File: src/rtl/xor_tree_frame_arbiter.sv
// Round-robin frame arbiter sharing one 16-input XOR reduction among NREQ requesters.
// Optional: define XOR_TREE_FRAME_ARB_MAXBEAT_EN to truncate frames at MAX_BEATS beats.
module xor_tree_frame_arbiter #(
   parameter int unsigned NREQ      = 4,
   parameter int unsigned MAX_BEATS = 16,
   localparam int unsigned IDW      = $clog2(NREQ)
) (
   input  logic                 clk,
   input  logic                 rst,
   input  logic [NREQ-1:0]      req_valid,
   input  logic [NREQ-1:0]      req_last,
   input  logic [16*NREQ-1:0]   req_data,
   output logic [NREQ-1:0]      req_ready,
   output logic                 res_valid,
   input  logic                 res_ready,
   output logic                 res_parity,
   output logic [IDW-1:0]       res_id,
   output logic                 res_err,
   output logic                 busy
);

   typedef enum logic [1:0] {S_IDLE, S_ACCUM, S_RESP} state_t;

   state_t          state, state_nxt;
   logic [IDW-1:0]  ptr;
   logic [IDW-1:0]  grant;
   logic [IDW-1:0]  pick;
   logic [IDW-1:0]  idx;
   logic            found;
   logic            accept;
   logic            beat_par;
   logic            trunc;
   logic            acc;
   logic [4:0]      beat_cnt;
   logic [15:0]     data_arr [NREQ];

   if (NREQ < 2 || NREQ > 8 || MAX_BEATS < 2) begin : g_param_check
      $error("xor_tree_frame_arbiter: NREQ must be 2..8 and MAX_BEATS >= 2");
   end

   for (genvar g = 0; g < NREQ; g++) begin : g_unpack
      assign data_arr[g] = req_data[16*g +: 16];
   end

   assign beat_par = ^data_arr[grant];

`ifdef XOR_TREE_FRAME_ARB_MAXBEAT_EN
   // High when the beat being offered would be beat number MAX_BEATS of the frame.
   assign trunc = (({27'd0, beat_cnt} + 32'd1) == MAX_BEATS);
`else
   assign trunc = 1'b0;
`endif

   // Pointer-ordered search: first valid requester at or above ptr, wrapping.
   always_comb begin
      found = 1'b0;
      pick  = '0;
      idx   = '0;
      for (int unsigned i = 0; i < NREQ; i++) begin
         idx = IDW'((ptr + i) % NREQ);
         if (!found && req_valid[idx]) begin
            found = 1'b1;
            pick  = idx;
         end
      end
   end

   always_comb begin
      state_nxt = state;
      req_ready = '0;
      res_valid = 1'b0;
      accept    = 1'b0;
      busy      = (state != S_IDLE);
      case (state)
         S_IDLE: begin
            if (found) state_nxt = S_ACCUM;
         end
         S_ACCUM: begin
            req_ready[grant] = 1'b1;
            accept           = req_valid[grant];
            if (accept && (req_last[grant] || trunc)) state_nxt = S_RESP;
         end
         S_RESP: begin
            res_valid = 1'b1;
            if (res_ready) state_nxt = S_IDLE;
         end
         default: state_nxt = S_IDLE;
      endcase
   end

   always_ff @(posedge clk) begin
      if (rst) begin
         state      <= S_IDLE;
         ptr        <= '0;
         grant      <= '0;
         acc        <= 1'b0;
         beat_cnt   <= '0;
         res_parity <= 1'b0;
         res_id     <= '0;
         res_err    <= 1'b0;
      end else begin
         state <= state_nxt;
         case (state)
            S_IDLE: begin
               if (found) begin
                  grant    <= pick;
                  ptr      <= (pick == IDW'(NREQ - 1)) ? '0 : pick + 1'b1;
                  acc      <= 1'b0;
                  beat_cnt <= '0;
               end
            end
            S_ACCUM: begin
               if (accept) begin
                  acc <= acc ^ beat_par;
                  if (beat_cnt != '1) beat_cnt <= beat_cnt + 5'd1;
                  if (req_last[grant] || trunc) begin
                     res_parity <= acc ^ beat_par;
                     res_id     <= grant;
                     res_err    <= trunc & ~req_last[grant];
                  end
               end
            end
            default: ;
         endcase
      end
   end

endmodule

File: config.mk
export PLATFORM = sky130hd
export DESIGN_NAME = xor_tree_frame_arbiter
export DESIGN_NICKNAME = d
export VERILOG_FILES = /design/src/rtl/xor_tree_frame_arbiter.sv
export SDC_FILE = /design/constraint.sdc
export NUM_CORES = 1
export LEC_CHECK = 0
export CAP_MARGIN = 20
export CORE_AREA = 2 2 77 60
export CTS_CLUSTER_DIAMETER = 80
export CTS_CLUSTER_SIZE = 14
export DETAILED_ROUTE_END_ITERATION = 6
export DIE_AREA = 0 0 79 62
export PLACE_DENSITY = 0.81
export SLEW_MARGIN = 10
export SYNTH_ARGS = -nofsm -noshare
export SYNTH_HDL_FRONTEND = slang
export SYNTH_SLANG_ARGS = --single-unit
File: constraint.sdc
create_clock -name clk -period 2.48 [get_ports clk]
set_clock_uncertainty 0.05 [all_clocks]
set_input_delay 0.372 -clock clk [delete_from_list [all_inputs] [get_ports clk]]
set_output_delay 0.372 -clock clk [all_outputs]
set_load 0.05 [all_outputs]
# Word-level counts from Yosys, hierarchy flattened
# Cells that the tools add are included.
# word_totals
ff_bits	10
word_cells	78
# op_classes
n_addsub	4
mux	36
bitwise	2
n_eq_ne	7
magnitude_cmp	7
reduce_logical	16
# op_table
cell	count
16-bit binary-select mux with 2-bit select	1
16-bit 2-to-1 mux	2
2-bit 2-to-1 mux	8
16-bit XOR reduction	1
2-bit by 3-bit < comparator with 1-bit output (second input constant)	5
1-bit 2-to-1 mux	15
1-bit binary-select mux with 2-bit select	6
3-bit AND reduction	3
2-bit != test (second input constant)	4
2-bit case mux with 3 select lines	1
1-bit logical AND	5
2-bit by 1-bit adder with 2-bit output (second input constant)	2
2-bit adder (second input constant)	2
2-bit == test (second input constant)	2
4-bit 2-to-1 mux	1
2-bit nonzero test	2
3-bit greater-or-equal comparator (second input constant)	1
1-bit logical NOT	3
2-bit NOT with 3-bit output	1
1-bit demux with 2-bit select	1
2-bit by 1-bit == test with 1-bit output (second input constant)	1
2-bit by 1-bit greater-or-equal comparator with 1-bit output (second input constant)	1
2-bit logical NOT	1
1-bit case mux with 2 select lines	1
2 further kinds	2

# Logic depth before layout (Yosys ltp)
# depth
word_depth	14
ltp_mapped	8

# Least setup slack after synthesis
# OpenSTA, ideal clock, no wires.
# synth_path
path_kind	register to output
start	reg state[0]
end	out req_ready[0]
stages_incl_launch_ff	4
arrival_time_ns	1.941
required_ns	2.058
path_slack_ns	0.117
path_cell_list	dfxtp_1 > nor2b_1 > clkbuf_1 > nor3b_1
# synth_via
elab_chain_cells	2
# synth_rtl
element	line	source
start, declared	24	state_t state, state_nxt;
start signal, assigned	102	state <= state_nxt;
2-bit by 1-bit == test with 1-bit output	74	case (state)
4-bit 2-to-1 mux	74	
end, declared	13	output logic [NREQ-1:0] req_ready,
# No other way between the ends.

# Worst setup path after layout
# layout_path
start	in req_data[15]
end	reg res_parity
# layout_via
elab_chain_cells	5
# layout_rtl
element	line	source
start, declared	12	input logic [16*NREQ-1:0] req_data,
16-bit binary-select mux with 2-bit select	45	assign beat_par = ^data_arr[grant];
16-bit 2-to-1 mux (not written as such) (2 in series)	45	
16-bit XOR reduction	45	
1-bit XOR	117	res_parity <= acc ^ beat_par;
end signal, assigned	117	
end, declared	16	output logic res_parity,
# No other way between the ends. The select of a mux whose other input is x is not followed.
# A chain may end at the register's enable or synchronous reset.

==> flow_summary.toml <==
[run_status]
status = "complete, no violations"

[power_and_ir_drop]
p_leak_nw = 0.8891
ir_drop_v = 0.0003010
power_w = 0.001226
p_per_area_mw_per_mm2 = 526.6

[worst_setup_path]
path_max_fanout = 2
crit_top_cell = "xnor3_1"
cpPeakStageDelay_ns = 0.45
startpoint_type = "primary input"
slowest_stage = "mux4_2"
cp.required_ns = 2.56
criticalPathCategory = "primary input to flip-flop"
cp_num_buf_inv = 1
critical-path-top-delay-family = "XOR/XNOR gates"
setup.worst_path.end_class = "flip-flop"
crit_chain = "clkdlybuf4s50_1 > mux4_2 > xnor3_1 > xnor3_1 > xnor3_1 > a311oi_2"
worstPathArrival_ns = 2.54

[drt]
wl_um = 4188
postRouteAntennaNets = 0
top_layer = "met4"
dr_wl_met2_um = 2139
num_vias = 1403
dr.pass1.iters = 5
via_per_inst = 5.158
wl_per_cell_um = 15.40
drt_iter0_markers = 61
drc_errors = 0
wl_met1_um = 1612
wl_met3_um = 415

[yosys]
syn_inst = 128
synth_flop_cell = "dfxtp_1"
yosysUniqueCellTypes = 42
ys_seq_area_share_pct = 15.07
yosysWarnings = 0
ys_seq_elements = 10
synth_fp_nets = 203
async_reset_ff_share_pct = 0
netlist_area_mm2 = 0.001329
synth.avg_cell_area_um2 = 10.38
synth_edf_count = 0

[sta]
slew_headroom_pct = 52.61
tightest_slew_ns = 0.7094
drv_slew = 0
setup_violations = 0
hold_viol = 0
layout_min_cycle_time_ns = 2.454
max_freq_mhz = 407.5
rsz0062_at_grt = "yes"
fin_crit_sh_pct = 98.96

[cts]
clock_path_buffers = 2
h-tree-depth = 1
root_buffer = "clkbuf_8"
clk_pin_slew_ns = 0.04
cts_tree = "done"
clock-sinks = 10
cts_inserted_buffers = 3
insertion_delay_ns = 0.23

[placed_design]
portBuffers = 83
dp.final_hpwl_um = 3190
place.gp.congestion = 0.8155
place_area_mm2 = 0.002225

[min_path]
hp-class = "flip-flop to flip-flop"

[final_layout]
diodes = 0
drive_above_1_share_pct = 15.81
finalInstanceArea_mm2 = 0.002327
area_growth_pct = 75.14
fillers = 399
nets = 292

[floorplanning]
rows = 21
fp.dieH_um = 62
die_x_um = 79
die-area_mm2 = 0.004898
initial_utilization_pct = 31.22
ioPinCount = 85
core_mm2 = 0.004257

[global_routing]
grt_usage_pct = 16.82
globalRoute.totalOverflow = 0
grt_pass1_vias = 1356
grt_pass1_wl_um = 6292
grt_max_degree = 15
antenna_found_initial = 0

[job]
cap_violations = 0
-- flip-flops by register name (all words and copies together) (netlist names), named ones only --
register    cells
grant           2
res_id          2
state           2
acc             1
ptr             1
res_parity      1
-- metal layers --
layer	global-route usage [%]	vias to the layer above
met4	2.217	0
met3	5.058	4
met5	0	-
met2	32.93	74
li1	-	667
met1	19.00	658
-- cell families after synthesis --
family | count (synthesis) | share of synthesized area [%]
flip-flops | 10 | 15.07
adder cells (fa/ha/maj) | 1 | 0.7533
other | 1 | 0.2822
multiplexers | 18 | 34.75
XOR/XNOR | 12 | 12.05
AND/OR/NAND/NOR | 42 | 16.01
AO/OA/AOI/OAI | 28 | 13.47
buffers and inverters | 16 | 7.627
-- synth_stat cells (3+ instances only) --
library cell	instances	area, um^2
xor2_1	5	43.79
dfxtp_1	10	200.2
inv_1	4	15.01
a21oi_1	10	50.05
nand2b_1	5	31.28
mux4_2	3	67.56
xnor3_1	4	90.09
o21ai_0	5	25.02
xnor2_1	3	26.28
mux4_1	15	394.1
nand2_1	10	37.54
clkbuf_1	5	18.77
nor2b_1	5	31.28
nor2_1	10	37.54
-- cells in the final DEF (no fill, tap or decap), types with 3 or more instances in the layout --
cell	instances
nor2b_1	5
clkdlybuf4s50_1	74
buf_4	12
inv_1	4
o21ai_0	5
nor2_1	10
clkbuf_8	3
xnor3_1	4
a21oi_1	10
nand2_1	10
mux4_1	9
xor2_1	3
dfxtp_1	8
buf_12	4
nand2b_1	5
dlygate4sd2_1	5
xnor2_1	3
mux4_2	9
-- final timing paths --
path / from / endpoint / slack [ns] / cells after the start
setup reg to reg: grant[0]$_SDFFE_PP0P_ / res_parity$_SDFFE_PP0P_ / 0.03 / 6
hold reg to reg: res_id[1]$_SDFFE_PP0P_ / res_id[1]$_SDFFE_PP0P_ / 0.41 / 2
hold / removal: res_id[1]$_SDFFE_PP0P_ / res_id[1]$_SDFFE_PP0P_ / 0.41 / 2
setup / recovery: req_data[15] / res_parity$_SDFFE_PP0P_ / 0.03 / 6
-- power breakdown --
part	internal (W)	switching, W
Clock	0.000106	0.0000560
Combinational	0.000500	0.000337
Sequential	0.000187	0.0000402
-- worst min-delay path, stage by stage (launching register included) --
cell	delay, ns
dfxtp_1	0.31
nand2_1	0.05
a21oi_1	0.05
-- through the flow --
step           hold WS [ns]  utilization (%)  setup TNS, ns  std cells  worst slack (ns)
4_1_cts              0.4175            54.67      -0.003633        272         -0.003633
3_3_place_gp         0.4052            52.26        -0.2649        263           -0.1768
3_5_place_dp         0.4018            52.26        -0.3362        263           -0.2271
5_1_grt              0.4524            54.67       -0.03054        272          -0.03054
6_report             0.4137            54.67              0        272           0.02572
2_1_floorplan        0.4264                -              0        128            0.1170
-- repair_timing --
| item | CTS | global route |
|---|---|---|
| buffers inserted | 6 | 0 |
| endpoints found under the setup margin | 1 | 1 |
| gates resized for setup | 22 | 0 |
| pin swaps | 6 | 0 |
| hold buffers | 0 | 0 |
-- final cells by class --
type                       instances  area (um^2)  share of cell area [%]
timing repair buffer              96        965.9                   41.51
sequential                        10        207.7                   8.925
tap                               57        71.32                   3.065
clock buffer                       3        41.29                   1.774
inverter                           4        15.01                  0.6452
multi-input combinational        102         1026                   44.09
Power figures use the tool's default switching activity.
